--- src/rtl/proc_pkg.sv ---
// rtl/proc_pkg.sv - shared widths, instruction field layout and opcode class helpers
package proc_pkg;

  localparam int DATA_W = 16;
  localparam int ADDR_W = 5;
  localparam int OPC_W  = 6;
  localparam int IMM_W  = 5;
  localparam int NREG   = 1 << ADDR_W;

  localparam int OPC_MSB = 15;
  localparam int OPC_LSB = 10;
  localparam int RD_MSB  = 9;
  localparam int RD_LSB  = 5;
  localparam int RS2_MSB = 4;
  localparam int RS2_LSB = 0;

  localparam logic [OPC_W-1:0] OPC_NOP        = 6'h00;
  localparam logic [OPC_W-1:0] OPC_IMM_MASK   = 6'b100000;
  localparam logic [OPC_W-1:0] OPC_STORE_MASK = 6'b110000;

  typedef struct packed {
    logic              valid;
    logic [OPC_W-1:0]  opcode;
    logic [ADDR_W-1:0] dest;
    logic              wb_en;
    logic [DATA_W-1:0] op_a;
    logic [DATA_W-1:0] op_b;
  } id_ex_t;

  function automatic logic opc_is_nop(input logic [OPC_W-1:0] opc);
    return opc == OPC_NOP;
  endfunction

  function automatic logic opc_is_imm(input logic [OPC_W-1:0] opc);
    return (opc & OPC_IMM_MASK) == OPC_IMM_MASK;
  endfunction

  function automatic logic opc_is_store(input logic [OPC_W-1:0] opc);
    return (opc & OPC_STORE_MASK) == OPC_STORE_MASK;
  endfunction

  function automatic logic opc_writes_reg(input logic [OPC_W-1:0] opc);
    return !opc_is_nop(opc) && !opc_is_store(opc);
  endfunction

  function automatic logic [DATA_W-1:0] sext_imm(input logic [IMM_W-1:0] imm);
    return {{(DATA_W-IMM_W){imm[IMM_W-1]}}, imm};
  endfunction

endpackage

--- src/rtl/operand_fetch_scoreboard.sv ---
// rtl/operand_fetch_scoreboard.sv - per-register busy bits with writeback-bypassed lookup
module operand_fetch_scoreboard
  import proc_pkg::*;
(
  input  logic              clk,
  input  logic              rst_n,
  input  logic              set_en,
  input  logic [ADDR_W-1:0] set_idx,
  input  logic              clr_en,
  input  logic [ADDR_W-1:0] clr_idx,
  input  logic [ADDR_W-1:0] look_idx_a,
  input  logic [ADDR_W-1:0] look_idx_b,
  output logic              busy_a,
  output logic              busy_b
);

  logic [NREG-1:0] busy_q;
  logic [NREG-1:0] busy_d;

  // Set is applied after clear so a new writer keeps the register busy.
  always_comb begin
    busy_d = busy_q;
    if (clr_en) busy_d[clr_idx] = 1'b0;
    if (set_en) busy_d[set_idx] = 1'b1;
  end

  always_ff @(posedge clk or negedge rst_n) begin
    if (!rst_n) busy_q <= '0;
    else        busy_q <= busy_d;
  end

  // A write landing this cycle already frees the register for its readers.
  assign busy_a = busy_q[look_idx_a] && !(clr_en && (clr_idx == look_idx_a));
  assign busy_b = busy_q[look_idx_b] && !(clr_en && (clr_idx == look_idx_b));

endmodule

--- src/rtl/operand_fetch.sv ---
// rtl/operand_fetch.sv - decode, hazard stall, operand bypass and ID/EX register
module operand_fetch
  import proc_pkg::*;
(
  input  logic              clk,
  input  logic              rst_n,
  input  logic              if_valid,
  input  logic [DATA_W-1:0] if_instr,
  output logic              if_ready,
  output logic [ADDR_W-1:0] rf_rd_addr1,
  output logic [ADDR_W-1:0] rf_rd_addr2,
  input  logic [DATA_W-1:0] rf_rd_data1,
  input  logic [DATA_W-1:0] rf_rd_data2,
  input  logic              wb_en,
  input  logic [ADDR_W-1:0] wb_dest,
  input  logic [DATA_W-1:0] wb_data,
  output logic              ex_valid,
  input  logic              ex_ready,
  output logic [OPC_W-1:0]  ex_opcode,
  output logic [ADDR_W-1:0] ex_dest,
  output logic              ex_wb_en,
  output logic [DATA_W-1:0] ex_op_a,
  output logic [DATA_W-1:0] ex_op_b
);

  logic [OPC_W-1:0]  dec_opc;
  logic [ADDR_W-1:0] dec_rd;
  logic [ADDR_W-1:0] dec_rs2;
  logic              dec_nop;
  logic              dec_imm;
  logic              dec_wb_en;
  logic              busy_rd;
  logic              busy_rs2;
  logic              hazard;
  logic              accept;
  logic [DATA_W-1:0] opnd_a;
  logic [DATA_W-1:0] opnd_b;
  id_ex_t            ex_q;
  id_ex_t            ex_d;

  assign dec_opc   = if_instr[OPC_MSB:OPC_LSB];
  assign dec_rd    = if_instr[RD_MSB:RD_LSB];
  assign dec_rs2   = if_instr[RS2_MSB:RS2_LSB];
  assign dec_nop   = opc_is_nop(dec_opc);
  assign dec_imm   = opc_is_imm(dec_opc);
  assign dec_wb_en = opc_writes_reg(dec_opc);

  assign rf_rd_addr1 = dec_rd;
  assign rf_rd_addr2 = dec_rs2;

  operand_fetch_scoreboard u_scoreboard (
    .clk        (clk),
    .rst_n      (rst_n),
    .set_en     (accept && dec_wb_en),
    .set_idx    (dec_rd),
    .clr_en     (wb_en),
    .clr_idx    (wb_dest),
    .look_idx_a (dec_rd),
    .look_idx_b (dec_rs2),
    .busy_a     (busy_rd),
    .busy_b     (busy_rs2)
  );

  // rd is always read as operand A, so that term also covers the WAW case.
  assign hazard   = !dec_nop && (busy_rd || (!dec_imm && busy_rs2) || (dec_wb_en && busy_rd));
  assign if_ready = !hazard && (!ex_q.valid || ex_ready);
  assign accept   = if_valid && if_ready;

  always_comb begin
    opnd_a = (wb_en && (wb_dest == dec_rd)) ? wb_data : rf_rd_data1;
    if (dec_imm)                            opnd_b = sext_imm(dec_rs2);
    else if (wb_en && (wb_dest == dec_rs2)) opnd_b = wb_data;
    else                                    opnd_b = rf_rd_data2;
  end

  always_comb begin
    ex_d = ex_q;
    if (accept) begin
      ex_d.valid  = 1'b1;
      ex_d.opcode = dec_opc;
      ex_d.dest   = dec_rd;
      ex_d.wb_en  = dec_wb_en;
      ex_d.op_a   = opnd_a;
      ex_d.op_b   = opnd_b;
    end else if (ex_ready) begin
      ex_d.valid = 1'b0;
    end
  end

  always_ff @(posedge clk or negedge rst_n) begin
    if (!rst_n) ex_q <= '0;
    else        ex_q <= ex_d;
  end

  assign ex_valid  = ex_q.valid;
  assign ex_opcode = ex_q.opcode;
  assign ex_dest   = ex_q.dest;
  assign ex_wb_en  = ex_q.wb_en;
  assign ex_op_a   = ex_q.op_a;
  assign ex_op_b   = ex_q.op_b;

endmodule

--- config.mk ---
export PLATFORM = sky130hd
export DESIGN_NAME = operand_fetch
export DESIGN_NICKNAME = d
export VERILOG_FILES = /design/src/rtl/proc_pkg.sv /design/src/rtl/operand_fetch_scoreboard.sv /design/src/rtl/operand_fetch.sv
export SDC_FILE = /design/constraint.sdc
export NUM_CORES = 1
export LEC_CHECK = 0
export CAP_MARGIN = 20
export CORE_MARGIN = 2
export CORE_UTILIZATION = 48
export CTS_BUF_LIST = sky130_fd_sc_hd__clkbuf_16
export CTS_CLUSTER_SIZE = 25
export DETAILED_ROUTE_END_ITERATION = 10
export GPL_ROUTABILITY_DRIVEN = 0
export PLACE_DENSITY = 0.8
export SYNTH_ARGS = -nofsm -noshare
export SYNTH_HDL_FRONTEND = slang
export SYNTH_SLANG_ARGS = --single-unit
export TNS_END_PERCENT = 100
--- constraint.sdc ---
create_clock -name clk -period 2.5 [get_ports clk]
set_input_delay 0.5 -clock clk [delete_from_list [all_inputs] [get_ports clk]]
set_output_delay 0.5 -clock clk [all_outputs]
set_load 0.05 [all_outputs]
==> impl_metrics.env, run 1 <==
export IMPL_overflow=0
export IMPL_die_area_um2=10340
export IMPL_cp_buffers_inverters=3
export IMPL_die_height_um=101.7
export IMPL_viasPerCell=5.685
export IMPL_synth_seq_area_share=0.4208
export IMPL_ys_seq_elements=77
export IMPL_hpwlAfterDp_mm=9.852
export IMPL_synth_area_per_cell_um2=11.89
export IMPL_required_ns=2.00
export IMPL_finalWirelength_mm=14.53
export IMPL_path_class="in2out"
export IMPL_vias=3985
export IMPL_clock_skew_ns=0.009572
export IMPL_postPlaceCellArea_um2=6320
export IMPL_path_clk_slew_ns=0.06
export IMPL_cp_depth=8
export IMPL_grt_pass1_vias=4081
export IMPL_yosysUniqueCellTypes=42
export IMPL_hold_buffers=0
export IMPL_arrival_ns=2.09
export IMPL_wl_per_cell_um=20.72
export IMPL_slew_violations=0
export IMPL_finalCriticalPeriod_ns=2.590
export IMPL_drv_cap=0
export IMPL_violations="negative setup slack"
export IMPL_synth_top_area_cell="dfrtp_1"
export IMPL_core_area_um2=9240
export IMPL_hp_class="in2async"
export IMPL_rsz0062_at_grt="true"
export IMPL_start_util=0.4956
export IMPL_io_pins=130
export IMPL_fmaxAchievable_ghz=0.3861
export IMPL_crit_slowest_cell="or4_4"
export IMPL_cts_max_level=3
export IMPL_synth_area_leaders="dfrtp_1 (42%), mux2_4 (13%), o21ai_0 (8.9%), mux2i_1 (8.5%), mux2_2 (5.2%)"
export IMPL_synth_fp_nets=459
export IMPL_finalPower_mw=5.209
export IMPL_p_leak_nw=2.981
export IMPL_yosys_most_used_dff="dfrtp_1"
export IMPL_hold_violations=0
export IMPL_fin_ws_ns=-0.09003
export IMPL_max_stage_delay_ns=0.54
export IMPL_end_kind="output pin"
export IMPL_slew_headroom=0.3429
export IMPL_die_width_um=101.7
export IMPL_power_density_nw_per_um2=764.1
export IMPL_async_reset_ff_frac=1.000
export IMPL_drc=0
export IMPL_drive_above_1_share=0.3415
export IMPL_grt_max_degree=78
export IMPL_rows=35
export IMPL_clock_sinks=77
export IMPL_tns_ns=-0.09003
export IMPL_cts_tree="built"
export IMPL_crit_path_max_fanout=3
export IMPL_grt_antenna_before_repair=1
export IMPL_final_cell_area_um2=6818
export IMPL_grt_pass1_wl_mm=21.13
export IMPL_cts_root_buffer="clkbuf_16"
export IMPL_worstMarginPinSlew_ns=0.9856
export IMPL_yosys_warnings=0
export IMPL_numPortBuffers=129
export IMPL_antenna_left=0
export IMPL_synth_top_cell_area_share=0.4208
export IMPL_cts_buffers=9
export IMPL_syn_cell_area_um2=4579
export IMPL_syn_inst=385
export IMPL_track_usage=0.2659
export IMPL_finalSetupViolCount=1
export IMPL_crit_chain="dlygate4sd2_1 -> or4_4 -> nor3_2 -> buf_4 -> nor4_1 -> nand4_1 -> o21a_4 -> buf_12"
export IMPL_synth_edf_count=0
export IMPL_status="finished, violations left"
export IMPL_path_delay_family="simple AND/OR/NAND/NOR gates"
export IMPL_critPathLaunchType="input port"
export IMPL_drt_pass1_iter_count=4
export IMPL_area_growth_pct=48.88
export IMPL_ir_worst_vdd_mv=0.3399
export IMPL_clk_insertion_delay_late_ns=0.34
export IMPL_rr_worst_depth=10
export IMPL_drtIter0Drc=209
export IMPL_nNetsFinal=640
export IMPL_cts_max_path_buffers=2
export IMPL_fin_crit_sh=1.036
==> metrics by stage <==
stage / hold WS, ns / std cells / utilization / setup slack, ns
after detailed placement: 0.4923 / 667 / 0.6840 / -0.7695
after floorplan: 0.2044 / 385 / - / -0.1116
final: 0.3112 / 701 / 0.7378 / -0.09003
after global placement: 0.4893 / 667 / 0.6840 / -0.7004
after CTS: 0.3600 / 692 / 0.7238 / -0.07805
after global routing: 0.4004 / 701 / 0.7378 / -0.1467
==> worst register-to-register path: cells and delay by family (launching register included) <==
family / cells / cell delay, ns
and+or+nand+nor: 2 / 0.57
buffers and inverters: 3 / 0.48
muxes: 2 / 0.48
DFF: 1 / 0.44
AOI/OAI and AO/OA: 3 / 0.41
==> repair_timing <==
| item | 4_1_cts | 5_1_grt |
|---|---|---|
| cloned | 0 | 2 |
| buffers inserted | 9 | 6 |
| setup endpoints to repair | 78 | 46 |
| resized for setup | 49 | 13 |
| pin swaps | 9 | 8 |
==> final cells by class <==
type	count	area, µm²
multi-input cells	272	2410
repair buffers	206	2048
diodes	1	2.502
fillers	599	2422
clock buffers	9	225.2
flip-flops and latches	77	1928
clock inverters	7	42.54
well taps	129	161.4
==> metal layers <==
metal / vias to the layer above / global-route usage / part of all wire
li1: 1787 / - / -
met5: - / 0 / 0
met2: 198 / 0.4433 / 0.49
met4: 0 / 0.1206 / 0.026
met3: 38 / 0.07315 / 0.080
met1: 1962 / 0.3209 / 0.40
==> logic make-up after synthesis <==
kind of cell | after synthesis | synth area share
AOI/OAI and AO/OA | 99 | 0.1210
xor gates and xnor gates | 10 | 0.01912
buffers and inverters | 36 | 0.06858
DFF | 77 | 0.4208
muxes | 105 | 0.2943
and+or+nand+nor | 58 | 0.07623
==> flip-flops by register name (all words and copies together) (netlist names) <==
signal,flops
ex_valid,1
ex_opcode,6
ex_op_b,16
ex_dest,5
u_scoreboard.busy_q,32
ex_wb_en,1
ex_op_a,16
==> power breakdown <==
part / total [mW] / internal (mW) / leakage, nW / switching (mW)
clock: 1.19 / 0.665 / 0.130 / 0.529
combinational: 2.27 / 0.997 / 1.89 / 1.28
sequential: 1.74 / 1.54 / 0.957 / 0.205
==> final timing paths <==
path,end,slack (ns),startpoint
max reg2reg,ex_op_b[7]$_DFFE_PN0P_,0,u_scoreboard.busy_q[8]$_DFF_PN0_
min in group clk,ex_op_a[10]$_DFFE_PN0P_,0.51,ex_op_a[10]$_DFFE_PN0P_
min,ex_op_a[15]$_DFFE_PN0P_,0.31,rst_n
min reg2reg,ex_op_a[10]$_DFFE_PN0P_,0.51,ex_op_a[10]$_DFFE_PN0P_
max,if_ready,-0.09,if_instr[14]
max in group asynchronous,u_scoreboard.busy_q[10]$_DFF_PN0_,1.48,rst_n
==> cell usage after synthesis, types with 2 or more instances <==
master,n
and2_1,2
and3_1,2
buf_12,4
buf_2,6
buf_4,13
buf_6,5
clkbuf_1,5
clkbuf_8,2
dfrtp_1,77
mux2_2,21
mux2_4,39
mux2i_1,39
mux4_2,6
nand2_1,10
nand3_1,6
nand3b_1,12
nand4_1,2
nor2_1,8
nor2b_1,3
nor4_1,2
o2111ai_1,4
o21a_1,2
o21ai_0,81
o22ai_1,5
or3_1,2
or3b_1,2
or3b_2,2
xnor2_1,4
xor2_1,6
==> cell usage in the layout, fill, tap and decap left out, types with 3 or more instances in the layout <==
cell type,n
nand3_1,6
nor2b_1,3
clkdlybuf4s50_1,98
dlygate4sd2_1,12
mux4_2,6
nand2_1,10
xor2_1,5
o22ai_1,5
buf_4,66
nor2_1,8
o21ai_0,81
clkbuf_16,11
mux2i_1,38
mux2_2,21
mux2_4,39
nand3b_1,12
buf_2,5
buf_6,7
o2111ai_1,4
dfrtp_1,76
buf_12,15
xnor2_1,4
No activity file was read; power rests on OpenSTA's default activity.
==> run 2, diff against run 1 <==
--- a/config.mk
+++ b/config.mk
@@ -8,11 +8,11 @@
 export CAP_MARGIN = 20
 export CORE_MARGIN = 2
 export CORE_UTILIZATION = 48
-export CTS_BUF_LIST = sky130_fd_sc_hd__clkbuf_16
 export CTS_CLUSTER_SIZE = 25
 export DETAILED_ROUTE_END_ITERATION = 10
 export GPL_ROUTABILITY_DRIVEN = 0
 export PLACE_DENSITY = 0.8
+export SKIP_LAST_GASP = 1
 export SYNTH_ARGS = -nofsm -noshare
 export SYNTH_HDL_FRONTEND = slang
 export SYNTH_SLANG_ARGS = --single-unit
==> run 2 against run 1 <==
Against the previous run:
- the run still ends with negative setup slack left
- worst hold slack got worse by 0.015 ns
- sequential power about the same
- fmax fell by 0.41%
- setup slack worse by 0.011 ns
- critical path type unchanged
==> impl_metrics.env, run 2 (synthesized netlist as in run 1, its figures left out) <==
export IMPL_required_ns=2.00
export IMPL_clk_insertion_delay_late_ns=0.36
export IMPL_drv_cap=0
export IMPL_die_height_um=101.7
export IMPL_area_growth_pct=49.23
export IMPL_crit_path_max_fanout=3
export IMPL_largest_register="u_scoreboard.busy_q"
export IMPL_finalSetupViolCount=2
export IMPL_drtIter0Drc=221
export IMPL_crit_reg2reg_capture="ex_op_a[6]$_DFFE_PN0P_"
export IMPL_cts_max_level=3
export IMPL_cts_max_path_buffers=2
export IMPL_final_common_cell="clkdlybuf4s50_1"
export IMPL_grt_antenna_before_repair=1
export IMPL_viasPerCell=5.737
export IMPL_overflow=0
export IMPL_track_usage=0.2711
export IMPL_grt_max_degree=78
export IMPL_met1_length_mm=5.684
export IMPL_status="finished, violations left"
export IMPL_clock_skew_ns=0.01533
export IMPL_fmaxAchievable_ghz=0.3845
export IMPL_worstMarginPinSlew_ns=0.9760
export IMPL_wl_met3_mm=1.328
export IMPL_nNetsFinal=642
export IMPL_critPathLaunchType="input port"
export IMPL_power_density_nw_per_um2=723.8
export IMPL_grt_pass1_vias=4145
export IMPL_clock_sinks=77
export IMPL_drive_above_1_share=0.3438
export IMPL_hpwlAfterDp_mm=9.852
export IMPL_cts_buffers=9
export IMPL_rr_startpoint="u_scoreboard.busy_q[8]$_DFF_PN0_"
export IMPL_r2r_slack_ns=0.08
export IMPL_cts_tree="built"
export IMPL_finalCriticalPeriod_ns=2.601
export IMPL_slew_violations=0
export IMPL_ir_worst_vdd_mv=0.3915
export IMPL_violations="negative setup slack"
export IMPL_finalPower_mw=4.947
export IMPL_start_util=0.4956
export IMPL_arrival_ns=2.10
export IMPL_cts_root_buffer="clkbuf_8"
export IMPL_drc=0
export IMPL_most_common_layout_cells="clkdlybuf4s50_1 (98), o21ai_0 (81), dfrtp_1 (77)"
export IMPL_nFillCells=601
export IMPL_finalNonFillerCells=703
export IMPL_hold_violations=0
export IMPL_dp_cells=667
export IMPL_rr_worst_depth=10
export IMPL_numPortBuffers=129
export IMPL_die_area_um2=10340
export IMPL_core_area_um2=9240
export IMPL_path_clk_slew_ns=0.08
export IMPL_highest_layer="met4"
export IMPL_wl_met2_mm=7.075
export IMPL_finalWirelength_mm=14.46
export IMPL_largest_reg_flops=32
export IMPL_hold_buffers=0
export IMPL_wl_per_cell_um=20.57
export IMPL_drt_pass1_iter_count=4
export IMPL_fin_crit_sh=1.040
export IMPL_antenna_left=0
export IMPL_path_class="in2out"
export IMPL_grt_pass1_wl_mm=21.49
export IMPL_die_width_um=101.7
export IMPL_fin_ws_ns=-0.1007
export IMPL_vias=4033
export IMPL_io_pins=130
export IMPL_p_leak_nw=3.022
export IMPL_holdWs_ns=0.2960
export IMPL_post_place_ws_ns=-0.7695
export IMPL_hp_class="in2async"
export IMPL_rsz0062_at_grt="true"
export IMPL_slew_headroom=0.3493
export IMPL_rows=35
export IMPL_end_kind="output pin"
## run 2: what timing repair did
| item | CTS | global route |
|---|---|---|
| buffers inserted | 9 | 8 |
| endpoints found under the setup margin | 78 | 45 |
| endpoints found under the hold margin | 0 | 0 |
| gates resized for setup | 44 | 24 |
| pin swaps | 10 | 14 |
| gates cloned | 2 | 2 |
## run 2: cell type report
class                      instances  area [µm²]  area share
multi-input combinational        272        2440      0.3570
timing repair buffer             208        2117      0.3098
sequential                        77        1927      0.2819
tap                              129       161.4     0.02362
clock buffer                      11       151.4     0.02215
clock inverter                     5       35.03    0.005126
antenna                            1       2.502   0.0003662
## run 2: metrics by stage
step                utilization  TNS, ns  instance area (µm²)
detailed placement       0.6840   -50.01                 6320
floorplan                     -   -4.378                 4589
global route             0.7396  -0.6454                 6834
global placement         0.6840   -43.09                 6320
CTS                      0.7217   -1.383                 6669
finish                   0.7396  -0.1142                 6834
## run 2: report_power, final
group | switching (mW) | total (mW) | internal (mW)
Sequential | 0.206 | 1.74 | 1.53
Clock | 0.481 | 0.895 | 0.415
Combinational | 1.29 | 2.31 | 1.02
Total | 1.97 | 4.95 | 2.97
## run 2: per-layer routing
metal | vias up | GRT usage
met4 | 0 | 0.1029
met5 | - | 0
met2 | 242 | 0.4539
met3 | 41 | 0.09179
met1 | 1968 | 0.3230
li1 | 1782 | -
## run 2: worst max-delay path, cell delays in order
cell and delay, ns:
dlygate4sd2_1 0.24, or4_1 0.55, nor3_2 0.17, buf_4 0.15, nor4_1 0.05, nand4_1 0.15, o21a_4 0.16, buf_12 0.13
## run 2: worst max-delay path by stage
stage | endpoint | start | slack (ns)
floorplan | ex_dest[0]$_DFFE_PN0P_ | if_instr[9] | -0.11
global placement | if_ready | if_instr[6] | -0.70
detailed placement | if_ready | if_instr[6] | -0.77
CTS | if_ready | u_scoreboard.busy_q[24]$_DFF_PN0_ | -0.10
global route | if_ready | if_instr[0] | -0.17
finish | if_ready | if_instr[14] | -0.10
